==> config.mk <==
export PLATFORM = sky130hd
export DESIGN_NAME = keypad_scanner
export DESIGN_NICKNAME = d
export VERILOG_FILES = /design/src/rtl/keypad_scanner.sv
export SDC_FILE = /design/constraint.sdc
export NUM_CORES = 1
export LEC_CHECK = 0
export CAP_MARGIN = 20
export CELL_PAD_IN_SITES_DETAIL_PLACEMENT = 1
export CELL_PAD_IN_SITES_GLOBAL_PLACEMENT = 2
export CORE_AREA = 2 2 98 100
export DETAILED_ROUTE_END_ITERATION = 16
export DIE_AREA = 0 0 100 102
export PLACE_DENSITY = 0.92
export SETUP_SLACK_MARGIN = 0.1
export SYNTH_ARGS = -nofsm -noshare
export SYNTH_HDL_FRONTEND = slang
export SYNTH_SLANG_ARGS = --single-unit
==> constraint.sdc <==
create_clock -name clk -period 6.06 [get_ports clk]
set_clock_uncertainty 0.2 [all_clocks]
set_input_delay 1.212 -clock clk [delete_from_list [all_inputs] [get_ports clk]]
set_output_delay 1.212 -clock clk [all_outputs]
set_load 0.1 [all_outputs]
==> src/rtl/keypad_scanner.sv <==
// Matrix keypad scanner: row strobing, scan-level debounce, press/release events into a FIFO.
// Define KEYPAD_AUTOREPEAT_EN to add auto-repeat press events for a held key.
module keypad_scanner #(
  parameter int ROWS           = 4,
  parameter int COLS           = 4,
  parameter int SCAN_DIV       = 1000,
  parameter int DEBOUNCE_SCANS = 4,
  parameter int FIFO_DEPTH     = 4,
  parameter int REPEAT_DELAY   = 50,
  parameter int REPEAT_RATE    = 10,
  localparam int CW = ($clog2(ROWS*COLS) > 1) ? $clog2(ROWS*COLS) : 1
) (
  input  logic            clk,
  input  logic            rst_n,
  output logic [ROWS-1:0] filas,
  input  logic [COLS-1:0] columnas,
  output logic [CW:0]     key_event,
  output logic            key_valid,
  input  logic            key_ready,
  output logic            key_down,
  output logic            overflow,
  input  logic            clr_overflow
);

  localparam int NK = ROWS * COLS;
  localparam int RW = ($clog2(ROWS) > 1) ? $clog2(ROWS) : 1;
  localparam int VW = ($clog2(SCAN_DIV) > 1) ? $clog2(SCAN_DIV) : 1;
  localparam int DW = $clog2(DEBOUNCE_SCANS + 1);
  localparam int AW = $clog2(FIFO_DEPTH);

  localparam logic [1:0] ST_DWELL  = 2'd0;
  localparam logic [1:0] ST_SAMPLE = 2'd1;
  localparam logic [1:0] ST_COMMIT = 2'd2;

  if (ROWS < 2 || COLS < 2 || SCAN_DIV < 2 || DEBOUNCE_SCANS < 1 || FIFO_DEPTH < 2 ||
      (FIFO_DEPTH & (FIFO_DEPTH - 1)) != 0 || REPEAT_DELAY < 1 || REPEAT_RATE < 1) begin : g_bad_param
    $error("keypad_scanner: illegal parameter set");
  end

  logic [1:0]      state_q, state_d;
  logic [RW-1:0]   row_q, row_d;
  logic [VW-1:0]   div_q, div_d;
  logic [NK-1:0]   snap_q, snap_d;
  logic [ROWS-1:0] filas_q, filas_d;
  logic            commit;

  logic            cand_v;
  logic [CW-1:0]   cand_code;
  logic            prev_v_q, prev_v_d;
  logic [CW-1:0]   prev_code_q, prev_code_d;
  logic [DW-1:0]   deb_q, deb_d, deb_inc, deb_new;
  logic            same, qual;
  logic            stab_v_q, stab_v_d;
  logic [CW-1:0]   stab_code_q, stab_code_d;
  logic            push;
  logic [CW:0]     push_data;

  always_comb begin
    state_d = state_q;
    row_d   = row_q;
    div_d   = div_q;
    snap_d  = snap_q;
    commit  = 1'b0;
    case (state_q)
      ST_DWELL: begin
        if (div_q == VW'(SCAN_DIV - 2)) begin
          div_d   = '0;
          state_d = ST_SAMPLE;
        end else begin
          div_d = div_q + 1'b1;
        end
      end
      ST_SAMPLE: begin
        for (int r = 0; r < ROWS; r++) begin
          if (row_q == RW'(r)) snap_d[r*COLS +: COLS] = ~columnas;
        end
        if (row_q == RW'(ROWS - 1)) begin
          state_d = ST_COMMIT;
        end else begin
          row_d   = row_q + 1'b1;
          state_d = ST_DWELL;
        end
      end
      ST_COMMIT: begin
        commit  = 1'b1;
        row_d   = '0;
        state_d = ST_DWELL;
      end
      default: state_d = ST_DWELL;
    endcase
    filas_d = ~(ROWS'(1) << row_d);
  end

  // Lowest pressed index wins when several keys are held.
  always_comb begin
    cand_v    = 1'b0;
    cand_code = '0;
    for (int i = NK - 1; i >= 0; i--) begin
      if (snap_q[i]) begin
        cand_v    = 1'b1;
        cand_code = CW'(i);
      end
    end
  end

`ifdef KEYPAD_AUTOREPEAT_EN
  localparam int HW  = $clog2(REPEAT_DELAY + 1);
  localparam int RTW = $clog2(REPEAT_RATE + 1);
  logic [HW-1:0]  hold_q, hold_d;
  logic [RTW-1:0] rate_q, rate_d;
`endif

  always_comb begin
    same        = (cand_v == prev_v_q) && (cand_code == prev_code_q);
    deb_inc     = (deb_q < DW'(DEBOUNCE_SCANS)) ? deb_q + 1'b1 : deb_q;
    deb_new     = same ? deb_inc : DW'(1);
    qual        = (deb_new >= DW'(DEBOUNCE_SCANS));
    deb_d       = deb_q;
    prev_v_d    = prev_v_q;
    prev_code_d = prev_code_q;
    stab_v_d    = stab_v_q;
    stab_code_d = stab_code_q;
    push        = 1'b0;
    push_data   = '0;
    if (commit) begin
      deb_d       = deb_new;
      prev_v_d    = cand_v;
      prev_code_d = cand_code;
      if (qual) begin
        if (!stab_v_q && cand_v) begin
          push        = 1'b1;
          push_data   = {1'b0, cand_code};
          stab_v_d    = 1'b1;
          stab_code_d = cand_code;
        end else if (stab_v_q && (!cand_v || cand_code != stab_code_q)) begin
          // A different key first releases the old one; the new press follows next scan.
          push      = 1'b1;
          push_data = {1'b1, stab_code_q};
          stab_v_d  = 1'b0;
        end
      end
    end
`ifdef KEYPAD_AUTOREPEAT_EN
    hold_d = hold_q;
    rate_d = rate_q;
    if (commit) begin
      if (push) begin
        hold_d = '0;
        rate_d = '0;
      end else if (stab_v_q) begin
        if (hold_q < HW'(REPEAT_DELAY)) begin
          hold_d = hold_q + 1'b1;
          if (hold_q == HW'(REPEAT_DELAY - 1)) begin
            push      = 1'b1;
            push_data = {1'b0, stab_code_q};
            rate_d    = RTW'(REPEAT_RATE);
          end
        end else if (rate_q == RTW'(1)) begin
          push      = 1'b1;
          push_data = {1'b0, stab_code_q};
          rate_d    = RTW'(REPEAT_RATE);
        end else begin
          rate_d = rate_q - 1'b1;
        end
      end
    end
`endif
  end

  logic [CW:0]   mem [FIFO_DEPTH];
  logic [AW-1:0] wr_q, rd_q;
  logic [AW:0]   cnt_q, cnt_d;
  logic          full, pop, wr_en, drop, ovf_q;

  assign full  = (cnt_q == (AW + 1)'(FIFO_DEPTH));
  assign pop   = key_valid & key_ready;
  assign wr_en = push & (~full | pop);
  assign drop  = push & full & ~pop;

  always_comb begin
    case ({wr_en, pop})
      2'b10:   cnt_d = cnt_q + 1'b1;
      2'b01:   cnt_d = cnt_q - 1'b1;
      default: cnt_d = cnt_q;
    endcase
  end

  always_ff @(posedge clk) begin
    if (wr_en) mem[wr_q] <= push_data;
  end

  always_ff @(posedge clk or negedge rst_n) begin
    if (!rst_n) begin
      state_q     <= ST_DWELL;
      row_q       <= '0;
      div_q       <= '0;
      snap_q      <= '0;
      filas_q     <= ~ROWS'(1);
      prev_v_q    <= 1'b0;
      prev_code_q <= '0;
      deb_q       <= '0;
      stab_v_q    <= 1'b0;
      stab_code_q <= '0;
      wr_q        <= '0;
      rd_q        <= '0;
      cnt_q       <= '0;
      ovf_q       <= 1'b0;
    end else begin
      state_q     <= state_d;
      row_q       <= row_d;
      div_q       <= div_d;
      snap_q      <= snap_d;
      filas_q     <= filas_d;
      prev_v_q    <= prev_v_d;
      prev_code_q <= prev_code_d;
      deb_q       <= deb_d;
      stab_v_q    <= stab_v_d;
      stab_code_q <= stab_code_d;
      cnt_q       <= cnt_d;
      if (wr_en) wr_q <= wr_q + 1'b1;
      if (pop)   rd_q <= rd_q + 1'b1;
      if (drop)              ovf_q <= 1'b1;
      else if (clr_overflow) ovf_q <= 1'b0;
    end
  end

`ifdef KEYPAD_AUTOREPEAT_EN
  always_ff @(posedge clk or negedge rst_n) begin
    if (!rst_n) begin
      hold_q <= '0;
      rate_q <= '0;
    end else begin
      hold_q <= hold_d;
      rate_q <= rate_d;
    end
  end
`endif

  assign filas     = filas_q;
  assign key_valid = (cnt_q != '0);
  assign key_event = key_valid ? mem[rd_q] : '0;
  assign key_down  = stab_v_q;
  assign overflow  = ovf_q;

endmodule
==> metrics.md <==
| Metric | Value |
|---|---|
| Drt drc | 0 |
| Initial DRC Count | 131 |
| YS warnings | 0 |
| DRT Wirelength | 8320 um |
| FF/Latch Area | 1980 um^2 |
| Routability cong. | 0.775 |
| Min Tclk post-route | 4.23 ns |
| Antenna diodes | 0 |
| Mux share of post-synthesis cell area | 5.49% |
| Share of Yosys cell area claimed by the top area cell type | 34.2% |
| Core box area | 9110 um^2 |
| Final #Nets | 396 |
| Vias/cell | 5.66 |
| Post-synth ARST share | 73.3% |
| Post-synth EDFFs | 20 |
| CTS tree | built |
| Leak | 1.74 nW |
| HP Start | deb_q[0]$_DFFE_PN0P_ |
| Combinational family with the most area after synthesis | simple AND/OR/NAND/NOR gates |
| DR WL/cell | 16.9 um |
| Clk root buf | clkbuf_8 |
| Final period util | 69.8% |
| H-tree Lvls | 3 |
| CTS Hold Bufs | 0 |
| CTS max path bufs | 2 |
| Maxcap violations | 0 |
| Fillers | 997 |
| Die ar. | 10200 um^2 |
| Layout area overhead | 13.2% |
| Die height | 102 um |
| Buffers inserted by post-CTS timing repair | 0 |
| Number of distinct library cells after synthesis | 58 |
| Post-DP HPWL | 5910 um |
| Syn nets | 378 |
| # resized after CTS | 0 |
| Final setup viols | 0 |
| Worst EP arrival | 4.27 ns |
| Largest net degree at the start of global routing | 56 |
| Status | finished clean |
| Startpoint types | flop |
| Maximum VDD drop | 0.161 mV |
| Area of the multi-input gates | 1690 um^2 |
| Worst-skew pair later-pin latency | 0.35 ns |
| # rows | 35 |
| Library cell with the largest summed area after synthesis | dfrtp_1 |
| XOR/XNOR Fraction of Synth Area | 1.61% |
| Pwr dens | 284 nW/um^2 |
| Hold crit path type | flop to flop |
| FF-to-FF Start | snap_q[1]$_DFFE_PN0P_ |
| Register area share after synthesis | 52.0% |
| Share of cells above drive strength 1 | 9.95% |
| Vias | 2788 |
| Main flop type after synthesis | dfrtp_1 |
| Setup tns final | 0 ns |
| CP Max Fanout | 10 |
| Final Power | 0.00122 W |
| First-pass GRT wire length | 14400 um |
| Vias in the first global route | 2923 |
| Die width | 100 um |
| Syn_area_per_cell | 10.6 um^2 |
| Total gr overflow | 0 |
| CTS Buf Count | 9 |
| #FFs+latches synth | 75 |
| CTS Sinks | 75 |
| Worst Path Required | 6.10 ns |
| Starting density of the core | 41.8% |
| Max-Slew Margin vs Limit | 33.8% |
| Initial antenna violation count | 0 |
| Critical path capture point type | flop |
| Ports | 20 |
| Measured slew at the worst slew-check pin | 0.990 ns |
| Fmax | 236 MHz |
| Area contributors post-synth | dfrtp_1 (34%), edfxtp_1 (16%), o21ai_0 (4.5%) |
| Post-synthesis adder-cell area fraction | 3.81% |
| CP Class | flop to flop |
| Synth Area in Simple Gates | 19.4% |
| Cell count after synthesis | 359 |
| Final Hold Vio Count | 0 |
| Complex-gate fraction of the synthesized area | 14.0% |
| RSZ-0062 raised after global routing | no |
| Final Max Tran Viols | 0 |
| DRT antenna net count | 0 |
| CP startpoint | snap_q[1]$_DFFE_PN0P_ |
| GRT Resource Usage Total | 18.0% |
| I/O Buffers | 19 |
| Clock-pin transition on the worst setup and hold timing paths | 0.09 ns |
| Drt first pass iters | 4 |
| Synth Cell Area | 3810 um^2 |
layout make-up:
class / instances / share of cell area, %
sequential: 75 / 46.0
multi-input combinational: 252 / 39.2
tap: 111 / 3.22
inverter: 19 / 1.65
clock buffer: 10 / 2.96
timing repair buffer: 20 / 4.47
clock inverter: 6 / 2.58
final timing paths:
path	end	slack, ns	cells past startpoint
hold reg to reg	deb_q[0]$_DFFE_PN0P_	0.29	1
setup / recovery	cnt_q[1]$_DFFE_PN0P_	1.83	11
hold / removal	deb_q[0]$_DFFE_PN0P_	0.29	1
min in group asynchronous	rd_q[0]$_DFFE_PN0P_	0.81	2
setup reg to reg	cnt_q[1]$_DFFE_PN0P_	1.83	11
max in group asynchronous	snap_q[6]$_DFFE_PN0P_	4.35	2
cells in the final DEF, fill, tap and decap left out, drive strengths merged, types with 3 or more instances in the layout:
master | netlist | routed
inv | 19 | 20
o211ai | 4 | 4
nor3b | 4 | 4
nand2 | 37 | 37
clkbuf | 8 | 10
mux4 | 5 | 5
and2 | 5 | 5
xnor2 | 7 | 7
dfstp | 3 | 3
nor4 | 7 | 7
o2111ai | 3 | 3
edfxtp | 20 | 20
ha | 10 | 10
nor2 | 23 | 23
nand4 | 5 | 5
mux2 | 5 | 5
mux2i | 4 | 4
or4 | 6 | 6
a22o | 4 | 4
nand2b | 9 | 9
o31ai | 3 | 3
nand3 | 10 | 10
and3 | 9 | 9
clkdlybuf4s50 | 0 | 18
o21ai | 34 | 34
dfrtp | 52 | 52
a21oi | 21 | 21
bufinv | 0 | 3
nor3 | 7 | 7
or3 | 4 | 4
synthesized netlist by cell type, types with 7 or more instances:
cell type / number
dfrtp_1: 52
nand2_1: 37
o21ai_0: 34
nor2_1: 23
a21oi_1: 21
edfxtp_1: 20
inv_1: 19
ha_1: 10
nand3_1: 10
and3_1: 9
nand2b_1: 9
clkbuf_1: 8
xnor2_1: 7
cell families after synthesis:
kind of cell,after synthesis
buffers and inverters,32
AO/OA/AOI/OAI,85
XOR/XNOR,7
multiplexers,14
flip-flops,75
AND/OR/NAND/NOR,135
adder cells (fa/ha/maj),11
registers in the layout, indices dropped and copies added (netlist names):
signal,cells
cnt_q,3
deb_q,3
div_q,10
filas,4
key_down,1
mem,20
overflow,1
prev_code_q,4
prev_v_q,1
rd_q,2
row_q,2
snap_q,16
stab_code_q,4
state_q,2
wr_q,2
metal layers:
layer | vias to the layer above | part of all wire (%) | track usage [%]
li1 | 1348 | - | -
met1 | 1380 | 46 | 22.7
met2 | 44 | 51 | 31.7
met3 | 16 | 2.0 | 3.42
met4 | 0 | 1.6 | 5.27
met5 | - | 0 | 0
power breakdown:
part | internal (W) | leakage, nW | switching, W
clock | 0.000275 | 0.117 | 0.000194
combinational | 0.0000702 | 0.733 | 0.000120
sequential | 0.000532 | 0.886 | 0.0000339
total | 0.000877 | 1.74 | 0.000347
metrics by stage:
stage | setup slack, ns | util, % | area, um^2 | instances | hold slack (ns)
final | 1.83 | 47.3 | 4310 | 493 | 0.291
after global routing | 1.54 | 47.3 | 4310 | 493 | 0.322
after CTS | 1.81 | 47.3 | 4310 | 493 | 0.292
after detailed placement | 1.84 | 44.7 | 4070 | 477 | 0.280
after global placement | 1.98 | 44.7 | 4070 | 477 | 0.267
after floorplan | 2.17 | - | 3810 | 359 | 0.245
critical path, cell delays in order, from the launching register on:
cell and delay [ns]:
dfrtp_1 0.49, nor4_1 0.40, nand2_1 0.16, or4_1 0.50
a32o_1 0.22, or3_1 0.54, or3_4 0.48, nand3_1 0.11
fa_1 0.48, nand2_1 0.09, a21oi_1 0.09, a2111oi_2 0.35
No activity file was read; power rests on OpenSTA's default activity.
